$ cat src/rtl/spi_pkg.sv
// Shared types and constants for the parametrised SPI master.
package spi_pkg;

  typedef enum logic [2:0] {
    IDLE,
    SETUP,
    XFER,
    HOLD,
    DONE
  } spi_state_e;

  // mode = {CPOL, CPHA}
  localparam logic [1:0] SPI_MODE0 = 2'b00;
  localparam logic [1:0] SPI_MODE1 = 2'b01;
  localparam logic [1:0] SPI_MODE2 = 2'b10;
  localparam logic [1:0] SPI_MODE3 = 2'b11;

  localparam int unsigned CPOL_BIT = 1;
  localparam int unsigned CPHA_BIT = 0;

endpackage

$ cat src/rtl/spi_clk_gen.sv
// SCLK divider: half-period counter, leading/trailing strobes and sclk level.
module spi_clk_gen #(
  parameter int CLK_DIV = 4
) (
  input  logic clk,
  input  logic rst,
  input  logic idle,
  input  logic idle_level,
  input  logic clear,
  input  logic run,
  input  logic cpol,
  output logic tick,
  output logic lead_stb,
  output logic trail_stb,
  output logic sclk
);

  localparam int CNT_W = $clog2(CLK_DIV + 1);
  localparam logic [CNT_W-1:0] TERM = CNT_W'(CLK_DIV);

  logic [CNT_W-1:0] div_cnt;

  // Counter starts at 0 on clear and reloads to 1 afterwards, so the first
  // period after a start is one cycle longer than every later half-period.
  assign tick      = (div_cnt == TERM);
  assign lead_stb  = run && tick && (sclk == cpol);
  assign trail_stb = run && tick && (sclk != cpol);

  // Divider counter: cleared at transfer start, counts 1..CLK_DIV otherwise.
  always_ff @(posedge clk) begin
    if (rst || clear) begin
      div_cnt <= '0;
    end else if (!idle) begin
      div_cnt <= tick ? CNT_W'(1) : div_cnt + CNT_W'(1);
    end
  end

  // SCLK level: follows the idle polarity in IDLE, toggles on every strobe.
  always_ff @(posedge clk) begin
    if (rst) begin
      sclk <= 1'b0;
    end else if (idle) begin
      sclk <= idle_level;
    end else if (lead_stb || trail_stb) begin
      sclk <= ~sclk;
    end
  end

endmodule

$ cat src/rtl/spi_master_param.sv
// Parametrised full-duplex SPI master: one frame per start pulse, all modes.
module spi_master_param
  import spi_pkg::*;
#(
  parameter int DATA_W  = 8,
  parameter int CLK_DIV = 4,
  parameter int NUM_SS  = 4,
  parameter int SS_W    = (NUM_SS > 1) ? $clog2(NUM_SS) : 1
) (
  input  logic              clk,
  input  logic              rst,
  input  logic              start,
  input  logic [1:0]        mode,
  input  logic              lsb_first,
  input  logic [SS_W-1:0]   ss_sel,
  input  logic [DATA_W-1:0] txdata,
  output logic [DATA_W-1:0] rxdata,
  output logic              busy,
  output logic              finish,
  output logic              sclk,
  output logic [NUM_SS-1:0] ss_n,
  output logic              mosi,
  input  logic              miso
);

  localparam int BIT_W = $clog2(2 * DATA_W + 1);
  localparam logic [BIT_W-1:0] LAST_EDGE = BIT_W'(2 * DATA_W - 1);

  spi_state_e        state, state_nxt;
  logic              cpol_q, cpha_q, lsb_q;
  logic [DATA_W-1:0] tx_sr, rx_sr;
  logic [BIT_W-1:0]  bit_cnt;
  logic [NUM_SS-1:0] sel_n;
  logic              tick, lead_stb, trail_stb;
  logic              accept, last_edge, drive_stb, sample_stb;

  assign accept     = (state == IDLE) && start;
  assign last_edge  = (bit_cnt == LAST_EDGE);
  assign drive_stb  = cpha_q ? lead_stb : (trail_stb && !last_edge);
  assign sample_stb = cpha_q ? trail_stb : lead_stb;
  assign busy       = (state == SETUP) || (state == XFER) || (state == HOLD);
  assign finish     = (state == DONE);

  spi_clk_gen #(
    .CLK_DIV(CLK_DIV)
  ) u_clk_gen (
    .clk       (clk),
    .rst       (rst),
    .idle      (state == IDLE),
    .idle_level(mode[CPOL_BIT]),
    .clear     (accept),
    .run       (state == XFER),
    .cpol      (cpol_q),
    .tick      (tick),
    .lead_stb  (lead_stb),
    .trail_stb (trail_stb),
    .sclk      (sclk)
  );

  // Slave-select decode of the requested index; out-of-range selects none.
  always_comb begin
    sel_n = '1;
    for (int unsigned i = 0; i < NUM_SS; i++) begin
      if (ss_sel == SS_W'(i)) sel_n[i] = 1'b0;
    end
  end

  // FSM state register.
  always_ff @(posedge clk) begin
    if (rst) state <= IDLE;
    else     state <= state_nxt;
  end

  // FSM next-state: phase lengths are paced by the divider tick.
  always_comb begin
    state_nxt = state;
    unique case (state)
      IDLE:  if (start) state_nxt = SETUP;
      SETUP: if (tick) state_nxt = XFER;
      XFER:  if (tick && last_edge) state_nxt = HOLD;
      HOLD:  if (tick) state_nxt = DONE;
      DONE:  state_nxt = IDLE;
      default: state_nxt = IDLE;
    endcase
  end

  // Datapath: latch request, shift bits on strobes, publish rxdata at frame end.
  always_ff @(posedge clk) begin
    if (rst) begin
      cpol_q  <= 1'b0;
      cpha_q  <= 1'b0;
      lsb_q   <= 1'b0;
      tx_sr   <= '0;
      rx_sr   <= '0;
      bit_cnt <= '0;
      ss_n    <= '1;
      mosi    <= 1'b0;
      rxdata  <= '0;
    end else begin
      unique case (state)
        IDLE: begin
          mosi <= 1'b0;
          if (start) begin
            cpol_q  <= mode[CPOL_BIT];
            cpha_q  <= mode[CPHA_BIT];
            lsb_q   <= lsb_first;
            ss_n    <= sel_n;
            rx_sr   <= '0;
            bit_cnt <= '0;
            // CPHA=0 presents the first bit before the first edge.
            if (!mode[CPHA_BIT]) begin
              mosi  <= lsb_first ? txdata[0] : txdata[DATA_W-1];
              tx_sr <= lsb_first ? (txdata >> 1) : (txdata << 1);
            end else begin
              tx_sr <= txdata;
            end
          end
        end
        XFER: begin
          if (lead_stb || trail_stb) bit_cnt <= bit_cnt + BIT_W'(1);
          if (drive_stb) begin
            mosi  <= lsb_q ? tx_sr[0] : tx_sr[DATA_W-1];
            tx_sr <= lsb_q ? (tx_sr >> 1) : (tx_sr << 1);
          end
          if (sample_stb) begin
            rx_sr <= lsb_q ? {miso, rx_sr[DATA_W-1:1]} : {rx_sr[DATA_W-2:0], miso};
          end
        end
        HOLD: begin
          if (tick) begin
            ss_n   <= '1;
            rxdata <= rx_sr;
          end
        end
        DONE: mosi <= 1'b0;
        default: ;
      endcase
    end
  end

endmodule

$ cat config.mk
export PLATFORM = sky130hd
export DESIGN_NAME = spi_master_param
export DESIGN_NICKNAME = d
export VERILOG_FILES = /design/src/rtl/spi_pkg.sv /design/src/rtl/spi_clk_gen.sv /design/src/rtl/spi_master_param.sv
export SDC_FILE = /design/constraint.sdc
export NUM_CORES = 1
export LEC_CHECK = 0
export ABC_AREA = 1
export BUFFER_PORTS_ARGS = -buffer_cell sky130_fd_sc_hd__buf_2
export CAP_MARGIN = 5
export CORE_MARGIN = 10
export CORE_UTILIZATION = 45
export DETAILED_ROUTE_END_ITERATION = 16
export GPL_TIMING_DRIVEN = 0
export PLACE_DENSITY = 0.73
export SLEW_MARGIN = 20
export SYNTH_ARGS = -nofsm -noshare
export SYNTH_HDL_FRONTEND = slang
export SYNTH_SLANG_ARGS = --single-unit
$ cat constraint.sdc
create_clock -name clk -period 3.3 [get_ports clk]
set_clock_uncertainty 0.05 [all_clocks]
set_input_delay 0.165 -clock clk [delete_from_list [all_inputs] [get_ports clk]]
set_output_delay 0.165 -clock clk [all_outputs]
set_load 0.02 [all_outputs]
==> results_dict.tcl <==
set metrics [dict create \
    outcome "finished clean" \
    max_slew.worst_pin.slew_ns 0.432 \
    pre_cts_slack_ns 1.54 \
    gr-usage-met3 0.0428 \
    critical-path-slowest-cell "dfxtp_1" \
    area_growth_pct 13.5 \
    grt_pass1_vias 2235 \
    cts.sinks 44 \
    drive_gt1_frac 0.149 \
    p_sw_w 0.000780 \
    placementRows 26 \
    root_buffer "clkbuf_8" \
    n_fill_cell 513 \
    path_max_fanout 8 \
    p_per_area_nw_per_um2 687 \
    synth_top_family_by_area "simple AND/OR/NAND/NOR gates" \
    cp_cell_sequence "nor2_4 -> nand2_4 -> nor2_1 -> inv_1 -> nand2_1 -> inv_1 -> nand2_1 -> nand3_1" \
    vias_per_cell 5.02 \
    timing.final.crit_share 0.548 \
    syn_inst 352 \
    die_x_um 92.7 \
    grt_pass1_wl_um 9890 \
    synth.distinct_cells 33 \
    fin_cells 460 \
    die_h_um 92.7 \
    die-area_um2 8600 \
    grt_usage 0.137 \
    internal-power_w 0.00108 \
    synth_enable_flop_cells 0 \
    vias 2307 \
    port_buffers 31 \
    yosys.area_share.adder 0.0210 \
    power_w 0.00186 \
    final_common_cell "nand2_1" \
    place_area_um2 2620 \
    grt_use_met2 0.226 \
    netlist_area_um2 2380 \
    r2r_cells 8 \
    whs_path_depth 2 \
    drt_wl_total_um 5640 \
    seqPwrFrac 0.397 \
    grt_overflow 0 \
    synthSimpleGateAreaFrac 0.310 \
    stdcell_area_um2 2700 \
    tritoncts "built" \
    drc_errors 0 \
    slowest_delay_ns 0.40 \
    fin_tns_setup_ns 0 \
    grtUsageMet1 0.163 \
    cts_setup_buffers 0 \
    start_kind "register" \
    max_slew_margin 0.712 \
    mostFrequentLayoutCells "nand2_1, nor2_1, dfxtp_1" \
    crit_type "register to register" \
    leakage_nw 1.25 \
    vdd_drop_max_v 0.000354 \
    dp_cells 453 \
    wire_per_inst_um 12.3 \
    synth_seq_cells 44 \
    cp-end-kind "register" \
    h-tree-depth 2 \
    seq_area_um2 881 \
    cts_max_path_buffers 2 \
    arrival_ns 1.92 \
    multi_input_area_um2 1280 \
    dr.first_iter.drc_count 142 \
    setup_viol 0 \
    clkLatencyLatePin_ns 0.30 \
    p_comb_frac 0.432 \
    yosysWarnings 0 \
    gp_congestion 0.816 \
    ys_seq_area_frac 0.370 \
    final_antenna_net_count 0 \
    antenna_found_initial 0 \
    cts_made_buffers 5 \
    place_hpwl_um 4310 \
    min-delay-path-class "input pin to register" \
    cts_resized 0 \
    diodes 0 \
    finalHoldViolations 0 \
    synthArstFlopShare 0 \
    swShare 0.420 \
    synth.net_count 373 \
    io_pins 33 \
    synth-main-ff-cell "dfxtp_1" \
    first_pass_iters 4 \
    synth_compound_area_frac 0.196 \
    hold_buffers 0 \
    clk_pin_slew_ns 0.08 \
    grt-busiest-layer "met2" \
    grt_max_degree 13 \
    fp.coreArea_um2 5110 \
    synth_xor_area_frac 0.0110 \
    maxCapViolCount 0 \
    rsz0062_at_grt "no" \
    required_ns 3.42 \
    slew_viol_final 0 \
    start_util 0.466 \
    timing.final.crit_period_ns 1.81 \
    muxShareOfSynthArea 0 \
    pwr-share-clk 0.171 \
    avgSynthCellArea_um2 6.76 \
    fin_nets 411 \
    postLayoutSetupSlackWorst_ns 1.49 \
    fmax_mhz 553 \
]
## through the flow
step,hold slack (ns),util
after floorplan,0.184,-
after global placement,0.341,0.513
after detailed placement,0.339,0.513
after CTS,0.0145,0.529
after global routing,0.0159,0.529
final,0.0166,0.529
## routing by layer
metal	share of wire	wire [um]	up-vias
met4	0.016	91	0
met3	0.064	360	9
li1	-	-	1220
met2	0.45	2540	49
met1	0.47	2640	1029
met5	0	0	-
## kinds of logic (layout without fill, tap and decap cells)
family | after synthesis | count (layout)
flops | 44 | 44
xor+xnor | 3 | 3
buf+inv | 52 | 90
fa+ha+maj | 4 | 4
compound gates | 86 | 86
simple gates | 163 | 163
## path summary, 6_finish.rpt
kind	from	end	slack, ns
setup / recovery	state[2]$_SDFFE_PP0P_	ss_n[0]$_SDFFE_PP1P_	1.49
hold reg to reg	bit_cnt[3]$_SDFFE_PP0P_	bit_cnt[3]$_SDFFE_PP0P_	0.41
hold / removal	rst	state[1]$_SDFFE_PP0P_	0.02
setup reg to reg	state[2]$_SDFFE_PP0P_	ss_n[0]$_SDFFE_PP1P_	1.49
## worst max-delay path: cells and delay by family (launching register included)
family,cells,cell delay [ns]
buffers and inverters,2,0.29
DFF,1,0.40
and+or+nand+nor,6,0.91
## power by group through the flow
stage,sequential (W),combinational (W),clock [W]
after CTS,0.000735,0.000805,0.000330
after floorplan,0.000754,0.000606,0
after global routing,0.000754,0.000931,0.000350
after global placement,0.000744,0.000791,0
final,0.000737,0.000802,0.000317
after detailed placement,0.000746,0.000801,0
## registers in the layout, indices dropped and copies added (netlist names)
| register | count |
|---|---|
| mosi | 1 |
| rxdata | 8 |
| state | 3 |
| cpol_q | 1 |
| u_clk_gen.div_cnt | 3 |
| cpha_q | 1 |
| bit_cnt | 5 |
| tx_sr | 8 |
| u_clk_gen.sclk | 1 |
| ss_n | 4 |
| lsb_q | 1 |
| rx_sr | 8 |
## cell type report
class,count,share of cell area
plain buffers,13,0.0264
clock buffers,6,0.0269
clock inverters,1,0.00185
inverters,39,0.0547
multi-input cells,256,0.474
flip-flops and latches,44,0.326
well taps,70,0.0324
repair buffers,31,0.0575
## synthesized netlist by cell type, types with 2 or more instances
library cell	instances	share of area
nor3_1	8	0.017
nand2_2	3	0.0079
ha_1	4	0.021
buf_2	3	0.0063
o21ai_0	29	0.061
a21oi_1	42	0.088
inv_2	2	0.0032
nand2_1	71	0.11
nand2_4	4	0.019
nand3_1	18	0.038
o211ai_1	2	0.0063
xnor2_1	2	0.0074
buf_6	2	0.0095
inv_1	35	0.055
o31ai_1	4	0.013
nor2_1	54	0.085
clkbuf_1	6	0.0095
a31oi_1	4	0.011
dfxtp_1	44	0.37
a211oi_1	2	0.0063
(Power assumes the default switching activity.)
